File: src/rtl/rv32i_multicycle_ctrl.sv
`default_nettype none
// =============================================================================
// Module   : rv32i_multicycle_ctrl
// Brief    : Multi-cycle RV32I control FSM; optional perf counters via CTRL_PERF_CNT_EN.
// Revision : 1.0 - initial release
// =============================================================================
module rv32i_multicycle_ctrl #(
  parameter int MEM_WAIT_MAX = 15,
  parameter int CNT_WIDTH    = 32
) (
  input  logic       clk_i,
  input  logic       rst_i,
  input  logic [6:0] opcode_i,
  input  logic [2:0] funct3_i,
  input  logic [6:0] funct7_i,
  input  logic [4:0] rd_addr_i,
  input  logic       branch_cond_i,
  input  logic       mem_ready_i,
  output logic       mem_req_o,
  output logic       mem_we_o,
  output logic       addr_sel_o,
  output logic       ir_we_o,
  output logic       pc_we_o,
  output logic [1:0] pc_src_o,
  output logic [1:0] alu_a_sel_o,
  output logic [1:0] alu_b_sel_o,
  output logic [1:0] result_sel_o,
  output logic       reg_we_o,
  output logic [2:0] state_o,
  output logic       illegal_o,
  output logic       bus_err_o,
  output logic       halted_o
`ifdef CTRL_PERF_CNT_EN
  ,
  output logic [CNT_WIDTH-1:0] cycle_cnt_o,
  output logic [CNT_WIDTH-1:0] instret_cnt_o
`endif
);

  localparam int c_WAIT_W = $clog2(MEM_WAIT_MAX + 1);
  localparam logic [c_WAIT_W-1:0] c_WAIT_MAX = c_WAIT_W'(MEM_WAIT_MAX);

  localparam logic [6:0] c_OP_R     = 7'b0110011;
  localparam logic [6:0] c_OP_I     = 7'b0010011;
  localparam logic [6:0] c_OP_LOAD  = 7'b0000011;
  localparam logic [6:0] c_OP_STORE = 7'b0100011;
  localparam logic [6:0] c_OP_BR    = 7'b1100011;
  localparam logic [6:0] c_OP_JAL   = 7'b1101111;
  localparam logic [6:0] c_OP_JALR  = 7'b1100111;
  localparam logic [6:0] c_OP_LUI   = 7'b0110111;
  localparam logic [6:0] c_OP_AUIPC = 7'b0010111;
  localparam logic [6:0] c_OP_SYS   = 7'b1110011;

  typedef enum logic [2:0] {
    ST_FETCH  = 3'd0,
    ST_DECODE = 3'd1,
    ST_EXEC   = 3'd2,
    ST_MEM    = 3'd3,
    ST_WB     = 3'd4,
    ST_TRAP   = 3'd5,
    ST_HALT   = 3'd6
  } state_t;

  state_t                r_state, w_next;
  logic [c_WAIT_W-1:0]   r_wait;
  logic                  r_illegal, r_bus_err, r_halted;

  logic w_is_r, w_is_i, w_is_load, w_is_store, w_is_br;
  logic w_is_jal, w_is_jalr, w_is_lui, w_is_auipc, w_is_sys, w_legal;
  logic w_wait_expired;
  logic w_mem_req, w_mem_we, w_ir_we, w_pc_we, w_reg_we;
  logic [1:0] w_alu_a, w_alu_b;

  // funct3/funct7 feed ALU control only; the sequencing never depends on them
  logic w_unused;
  assign w_unused = ^{funct3_i, funct7_i};

  assign w_is_r     = (opcode_i == c_OP_R);
  assign w_is_i     = (opcode_i == c_OP_I);
  assign w_is_load  = (opcode_i == c_OP_LOAD);
  assign w_is_store = (opcode_i == c_OP_STORE);
  assign w_is_br    = (opcode_i == c_OP_BR);
  assign w_is_jal   = (opcode_i == c_OP_JAL);
  assign w_is_jalr  = (opcode_i == c_OP_JALR);
  assign w_is_lui   = (opcode_i == c_OP_LUI);
  assign w_is_auipc = (opcode_i == c_OP_AUIPC);
  assign w_is_sys   = (opcode_i == c_OP_SYS);
  assign w_legal    = w_is_r | w_is_i | w_is_load | w_is_store | w_is_br |
                      w_is_jal | w_is_jalr | w_is_lui | w_is_auipc;

  // Reaching the limit still allows a ready on that very cycle to succeed
  assign w_wait_expired = (r_wait == c_WAIT_MAX) && !mem_ready_i;

  always_comb begin
    w_next = r_state;
    case (r_state)
      ST_FETCH: begin
        if (mem_ready_i)         w_next = ST_DECODE;
        else if (w_wait_expired) w_next = ST_TRAP;
      end
      ST_DECODE: begin
        if (w_legal)       w_next = ST_EXEC;
        else if (w_is_sys) w_next = ST_HALT;
        else               w_next = ST_TRAP;
      end
      ST_EXEC: begin
        if (w_is_load || w_is_store) w_next = ST_MEM;
        else if (w_is_br)            w_next = ST_FETCH;
        else                         w_next = ST_WB;
      end
      ST_MEM: begin
        if (mem_ready_i)         w_next = w_is_store ? ST_FETCH : ST_WB;
        else if (w_wait_expired) w_next = ST_TRAP;
      end
      ST_WB:   w_next = ST_FETCH;
      ST_TRAP: w_next = ST_TRAP;
      ST_HALT: w_next = ST_HALT;
      default: w_next = ST_FETCH;
    endcase
  end

  // ALU operand selection is held from EXEC through MEM/WB so the address/result stays valid
  always_comb begin
    w_alu_a = 2'd0;
    w_alu_b = 2'd0;
    if (w_is_lui)                    w_alu_a = 2'd2;
    else if (w_is_auipc || w_is_jal) w_alu_a = 2'd1;
    if (!(w_is_r || w_is_br))        w_alu_b = 2'd1;
  end

  always_comb begin
    w_mem_req    = 1'b0;
    w_mem_we     = 1'b0;
    addr_sel_o   = 1'b0;
    w_ir_we      = 1'b0;
    w_pc_we      = 1'b0;
    pc_src_o     = 2'd0;
    alu_a_sel_o  = 2'd0;
    alu_b_sel_o  = 2'd0;
    result_sel_o = 2'd0;
    w_reg_we     = 1'b0;
    case (r_state)
      ST_FETCH: begin
        w_mem_req = 1'b1;
        w_ir_we   = mem_ready_i;
        w_pc_we   = mem_ready_i;
      end
      ST_EXEC: begin
        alu_a_sel_o = w_alu_a;
        alu_b_sel_o = w_alu_b;
        w_pc_we     = (w_is_br & branch_cond_i) | w_is_jal | w_is_jalr;
        if (w_is_br || w_is_jal) pc_src_o = 2'd1;
        else if (w_is_jalr)      pc_src_o = 2'd2;
      end
      ST_MEM: begin
        w_mem_req   = 1'b1;
        w_mem_we    = w_is_store;
        addr_sel_o  = 1'b1;
        alu_a_sel_o = w_alu_a;
        alu_b_sel_o = w_alu_b;
      end
      ST_WB: begin
        alu_a_sel_o = w_alu_a;
        alu_b_sel_o = w_alu_b;
        w_reg_we    = (rd_addr_i != 5'd0);
        if (w_is_load)                   result_sel_o = 2'd1;
        else if (w_is_jal || w_is_jalr)  result_sel_o = 2'd2;
      end
      default: ;
    endcase
  end

  // Gate every enable with reset so nothing commits while reset is asserted
  assign mem_req_o = w_mem_req & ~rst_i;
  assign mem_we_o  = w_mem_we  & ~rst_i;
  assign ir_we_o   = w_ir_we   & ~rst_i;
  assign pc_we_o   = w_pc_we   & ~rst_i;
  assign reg_we_o  = w_reg_we  & ~rst_i;

  always_ff @(posedge clk_i or posedge rst_i) begin
    if (rst_i) begin
      r_state   <= ST_FETCH;
      r_wait    <= '0;
      r_illegal <= 1'b0;
      r_bus_err <= 1'b0;
      r_halted  <= 1'b0;
    end else begin
      r_state <= w_next;
      if ((r_state == ST_FETCH || r_state == ST_MEM) && w_next == r_state)
        r_wait <= r_wait + c_WAIT_W'(1);
      else
        r_wait <= '0;
      if (r_state == ST_DECODE && w_next == ST_TRAP) r_illegal <= 1'b1;
      if (r_state == ST_DECODE && w_next == ST_HALT) r_halted  <= 1'b1;
      if ((r_state == ST_FETCH || r_state == ST_MEM) && w_next == ST_TRAP)
        r_bus_err <= 1'b1;
    end
  end

  assign state_o   = r_state;
  assign illegal_o = r_illegal;
  assign bus_err_o = r_bus_err;
  assign halted_o  = r_halted;

`ifdef CTRL_PERF_CNT_EN
  logic [CNT_WIDTH-1:0] r_cycle_cnt, r_instret_cnt;
  logic                 w_retire;

  assign w_retire = (r_state == ST_WB) ||
                    (r_state == ST_MEM && w_is_store && mem_ready_i) ||
                    (r_state == ST_EXEC && w_is_br);

  always_ff @(posedge clk_i or posedge rst_i) begin
    if (rst_i) begin
      r_cycle_cnt   <= '0;
      r_instret_cnt <= '0;
    end else begin
      if (r_state != ST_TRAP && r_state != ST_HALT)
        r_cycle_cnt <= r_cycle_cnt + CNT_WIDTH'(1);
      if (w_retire)
        r_instret_cnt <= r_instret_cnt + CNT_WIDTH'(1);
    end
  end

  assign cycle_cnt_o   = r_cycle_cnt;
  assign instret_cnt_o = r_instret_cnt;
`else
  logic [CNT_WIDTH-1:0] w_cnt_unused;
  assign w_cnt_unused = '0;
`endif

endmodule
`default_nettype wire
File: config.mk
export PLATFORM = sky130hd
export DESIGN_NAME = rv32i_multicycle_ctrl
export DESIGN_NICKNAME = d
export VERILOG_FILES = /design/src/rtl/rv32i_multicycle_ctrl.sv
export SDC_FILE = /design/constraint.sdc
export NUM_CORES = 1
export LEC_CHECK = 0
export CAP_MARGIN = 20
export CORE_AREA = 3 3 49 51
export CTS_BUF_LIST = sky130_fd_sc_hd__clkbuf_8
export CTS_CLUSTER_SIZE = 30
export DETAILED_ROUTE_END_ITERATION = 12
export DIE_AREA = 0 0 52 54
export PLACE_DENSITY = 0.84
export SLEW_MARGIN = 10
export SYNTH_ARGS = -nofsm -noshare
export SYNTH_HDL_FRONTEND = slang
export SYNTH_SLANG_ARGS = --single-unit
export TNS_END_PERCENT = 10
File: constraint.sdc
create_clock -name clk_i -period 4.3 [get_ports clk_i]
set_input_delay 0.645 -clock clk_i [delete_from_list [all_inputs] [get_ports clk_i]]
set_output_delay 0.645 -clock clk_i [all_outputs]
set_load 0.02 [all_outputs]
==> metrics <==
initial antenna violation count=0; area share of the leading cell type in the synthesized netlist=just under 30%; final hold vios=0; met1 Use GR=21.85%; Final min period=3384 ps; DIE AREA=0.002808 mm²; core box area=0.001982 mm²; CTS Sinks=10; Wirelength per Cell=roughly 13 µm; VDD IR max=around 0.27 mV; port bufs=34; Tcrit/Tclk final=between 70% and 80%; Layout area overhead=45.03%; R2R setup slack=~2700 ps; YS warnings=0; IO Pins=46; Clock transition at path regs=~40 ps; post-synthesis register bit count=10; Site Rows=16; Residual DRC=0; n_diodes=0; Hold Buf Count CTS=0; DR iter-0 viols=18; commonest non-fill, non-tap cell in the layout=clkdlybuf4s50_1; vias in the first global route=roughly 850; Nets=approximately 170; H-tree levels=1; Chip Height=about 54 µm; Worst Path Max Fanout=10; RSZ-0062 raised after global routing=no; Max Root-Sink Buffers=2; TritonCTS clock tree=done; status=completed; Mean Syn Cell Area=about 8.0 µm²; Detail Placement HPWL=roughly 1600 µm; first-pass GRT wire length=3491 µm; fmax=295.5 MHz; Distinct cells, synth=47; Final Max Slew Viols=0; CP Launch Type=input port; sequential area share after synthesis=between 20 and 30%; starting density of the core=43.18%; CTS buffer count=3; nature of the critical path endpoint=primary output; Area contributors post-synth=dfrtp_1, nor3_1, nand2b_1; final wirelength=2083 µm; setup TNS=0 ps; clk_lat worst skew=about 240 ps; Hold/Removal Path Class=reg -> reg; fraction of layout cells with a size suffix above 1=about a tenth; GR met2 Demand/Resource=about a quarter; number of setup buffers added after CTS=0; via count=~870; Leakage=a little over 0.5 nW; Final Setup Violations=0; post-DR vias/cell=about 5.3; Fin Clk Skew=~0.7 ps; cell area after synthesis=855.8 µm²; Max Cap Viol=0; Post-DRT Antenna Nets=0; total track usage=between 10% and 20%; PD cells=~200 mW/mm²; Post-CTS Resized=0; CP required=3650 ps; met3 Usage GRT=2.493%; grt total ovfl=0; most frequent cells in the layout=clkdlybuf4s50_1, dfrtp_1, nor3_1, nand2_1, nor2_1; kind of critical path=in -> out; final total power=0.2482 mW; drt pass-1 iters=4; Root Driver=clkbuf_8; cell count after synthesis=107; largest net degree at the start of global routing=17; worst path arrival time=around 2700 ps; die width=roughly 52 µm; gp weighted congestion=around 0.83; Most Crowded Layer GR=met2; post-synth top area cell=dfrtp_1; Syn Nets=around 130
-- worst paths after layout --
kind,depth (start not counted),to,startpoint
setup / recovery,5,result_sel_o[0],opcode_i[2]
hold / removal,1,r_wait[0],r_wait[0]
setup reg to reg,5,halted_o,state_o[2]
hold reg to reg,1,r_wait[0],r_wait[0]
max in group asynchronous,2,r_wait[0],rst_i
min in group asynchronous,2,state_o[1],rst_i
-- stage by stage --
step / utilization [%] / hold WS [ps] / cells / instance area, µm² / setup WS (ps)
floorplan: - / 430.0 / 107 / 855.8 / 1800
global placement: 59.85 / 443.2 / 161 / 1186 / 931.1
detailed placement: 59.85 / 456.3 / 161 / 1186 / 923.6
CTS: 62.63 / 462.0 / 165 / 1241 / 913.3
finish: 62.63 / 461.1 / 165 / 1241 / 916.4
global route: 62.63 / 492.1 / 165 / 1241 / 805.6
-- worst max-delay path, cell delays in order --
cell             delay (ps)
clkdlybuf4s50_1         590
nor4_2                  410
and2_1                  230
nor3b_1                 200
clkdlybuf4s50_1         650
-- where the power goes --
group | total [mW] | internal [mW] | switching [mW]
registers | 0.0951 | 0.0949 | 0.000194
clock network | 0.115 | 0.0803 | 0.0352
logic | 0.0376 | 0.0188 | 0.0188
total | 0.248 | 0.194 | 0.0542
-- layer usage --
layer,vias to the layer above,routed length [µm]
met3,4,103
met5,-,0
li1,435,-
met4,0,42
met1,405,1010
met2,25,927
-- flip-flops by register name, summed over array words and instances, names as in the netlist --
signal / cells
halted_o: 1
r_wait: 4
illegal_o: 1
bus_err_o: 1
state_o: 3
-- Yosys cell counts, drive strengths merged --
cell,count
nand3,5
a21o,1
and4,1
and2b,1
a211o,2
o21bai,1
o311ai,1
a21oi,6
dfrtp,10
o21ai,4
clkinv,1
nor2,8
nand4,1
or4,2
xor2,3
a31oi,1
ha,1
nor3,10
conb,1
buf,5
xnor2,2
a21boi,1
nand4b,1
o211ai,1
nand2b,5
and2,2
nand2,9
nor3b,3
maj3,1
nor2b,3
a22o,1
or2,1
mux2i,1
and3,1
nor4,3
inv,5
clkbuf,2
-- cell type report --
type | count | area (µm²)
clock buffers | 4 | 55.05
fillers | 170 | 740.7
inverters | 6 | 22.52
multi-input cells | 84 | 539.3
flip-flops and latches | 10 | 250.2
well taps | 27 | 33.78
repair buffers | 34 | 340.3
-- kinds of logic after synthesis --
group	share of synthesized area, %
buf+inv	7.748
compound gates	15.06
fa+ha+maj	2.777
other cells	0.4382
xor+xnor	5.995
flops	29.24
mux	1.170
simple gates	37.58
(Power assumes the default switching activity.)
==> edit, RTL diff (same flow settings) <==
Set the parameter `MEM_WAIT_MAX` to 14 (it was 15).
--- a/src/rtl/rv32i_multicycle_ctrl.sv
+++ b/src/rtl/rv32i_multicycle_ctrl.sv
@@ -7,3 +7,3 @@
 module rv32i_multicycle_ctrl #(
-  parameter int MEM_WAIT_MAX = 15,
+  parameter int MEM_WAIT_MAX = 14,
   parameter int CNT_WIDTH    = 32
Behaviour: same outputs for any inputs over 10 cycles, from zero or initial values and one cycle with rst_i high; that may be too few to reach the edited logic, so the function may still have changed.
==> edit against the unedited design <==
  * Wire length is 6.2% higher
  * Largest cell class unchanged
  * Sequential cell count unchanged
  * Worst setup slack lost 0.10 ns
  * Critical path depth stayed put
  * Clock skew rose by 0.0027 ns
  * Synthesized cell count decreased by 2.8%
  * Synthesized area down 1.3%
  * Register-to-register slack worse by 0.04 ns
  * Design area shrank 0.61%
Power is not compared: it rests on default switching activity, and its combinational part moved more than twofold at a synthesized area within 25%.
==> edit: results (changes against the unedited design) <==
| Metric | Value |
|---|---|
| Outcome | `complete, no violations (unchanged)` |
| GPL Wtd Cong | `0.774 (was 0.835)` |
| Fillers | `178 (was 170)` |
| Clock Skew | `0.00335 ns (was 0.000691 ns)` |
| Via count | `900 (was 869)` |
| Clk pin slew, worst setup/hold paths | `around 0.05 ns` |
| Largest net degree at the start of global routing | `15 (was 17)` |
| Yosys warning count | `0 (unchanged)` |
| GRT overflow | `0 (unchanged)` |
| Initial antenna violation count | `0 (unchanged)` |
| Post-DP HPWL | `1.72 mm (was 1.64 mm)` |
| Tot GR Track Use | `18.0% (was 16.8%)` |
| Peak supply drop | `0.282 mV` |
| Biggest register | `r_wait (unchanged)` |
| Hold Path Class | `flip-flop to flip-flop (unchanged)` |
| Share of cells above drive strength 1 | `8.89% (was 9.42%)` |
| Leak Pwr | `0.479 nW` |
| DR pass1 iterations | `4 (unchanged)` |
| Inserted Diodes | `0 (unchanged)` |
| Buffers added on ports | `34 (unchanged)` |
| Number of nets in the layout | `164 (was 166)` |
| CTS Buf Count | `3 (unchanged)` |
| Post-Place Worst Slack | `0.835 ns (was 0.924 ns)` |
| Unique masters post-synth | `40 (was 47)` |
| Vias in the first global route | `868 (was 853)` |
| Area leader, netlist | `dfrtp_1 (unchanged)` |
| Post-synth EDFFs | `0 (unchanged)` |
| Worst path max stage delay | `0.63 ns (was 0.65 ns)` |
| Postcts setup bufs | `0 (unchanged)` |
| Ranking of synthesized cells by area | `dfrtp_1 30%, nor2_1 5.8%, nor3_1 4.1% (was dfrtp_1 29%, nor3_1 5.3%, nand2b_1 3.7%)` |
| 1st-iter DRT viols | `11 (was 18)` |
| Critical path fanouts, max | `9 (was 10)` |
| Part of the Yosys area used for sequential elements | `29.6% (was 29.2%)` |
| Clk Latency, worst-skew pair | `0.24 ns (about the same)` |
| Synth cell count leaders | `13 x nor2_1, 10 x dfrtp_1, 7 x nor3_1 (was 10 x dfrtp_1, 9 x nor3_1, 8 x nand2_1)` |
| First-pass GRT wire length | `3.84 mm (was 3.49 mm)` |
| Post-DR wirelength/cell | `13.7 um (was 12.6 um)` |
| Asr flop ratio synth | `100% (unchanged)` |
| Maximum clock path buffer count | `2 (unchanged)` |
| Slowest-stage cell, CP | `clkdlybuf4s50_1 (unchanged)` |
| H-Tree Depth | `1 (unchanged)` |
| Cell area after placement | `1180 um^2 (was 1190 um^2)` |
| Critical path arrival | `2.84 ns (was 2.74 ns)` |
| CTS root buf | `clkbuf_8 (unchanged)` |
| Post-CTS resize count | `0 (unchanged)` |
| Largest register FFs | `4 (unchanged)` |
| Syn Nets | `132 (was 134)` |
## edit: cell count changes after synthesis, sizes merged, moves of 3 or more
cell   change
nor3       -3
nand2      -3
a21oi      -4
inv        -3
nor2       +5
## edit: cell families (layout without fill, tap and decap cells)
kind of cell | count (synthesis) | count (layout) | share of synthesized area (%)
compound gates | 20 | 20 | 18.4
xor+xnor | 5 | 5 | 5.19
buf+inv | 9 | 40 | 5.63
other cells | 1 | 1 | 0.444
fa+ha+maj | 2 | 2 | 2.96
simple gates | 57 | 57 | 37.8
flops | 10 | 10 | 29.6
## edit: worst max-delay path, delay by kind of cell
family	cells	cell delay [ns]
buf+inv	2	1.18
simple gates	3	1.02
## edit: area by class of cell
cell class	count	share of cell area (%)
Sequential cell	10	20.3
Multi-Input combinational cell	85	44.3
Timing Repair Buffer	34	27.6
Inverter	2	0.609
Clock buffer	4	4.46
Tap cell	27	2.74
## edit: final timing paths
path,cells past startpoint,end,startpoint,slack (ns)
max,5,result_sel_o[0],opcode_i[2],0.81
min,1,illegal_o,illegal_o,0.47
max reg2reg,6,halted_o,r_wait[0],2.66
min reg2reg,1,illegal_o,illegal_o,0.47
max in group asynchronous,2,r_wait[0],rst_i,3.18
min in group asynchronous,2,state_o[1],rst_i,0.83
## edit: stage by stage
stage	hold slack, ns	instances	util (%)
floorplan	0.450	104	-
global placement	0.450	158	59.5
detailed placement	0.446	158	59.5
CTS	0.467	162	62.2
global route	0.483	162	62.2
finish	0.467	162	62.2
## edit: where the power goes
part / internal [W] / total, W / switching, W
logic: 0.000116 / 0.000232 / 0.000116
registers: 0.000114 / 0.000157 / 0.0000439
clock network: 0.0000804 / 0.000117 / 0.0000362
total: 0.000310 / 0.000506 / 0.000196
## edit: per-layer routing
layer | routed length (um) | track usage, % | vias up
met5 | 0 | 0 | -
met4 | 31 | 6.55 | 0
met3 | 140 | 2.77 | 3
met2 | 1120 | 32.8 | 28
met1 | 923 | 21.1 | 430
li1 | - | - | 439
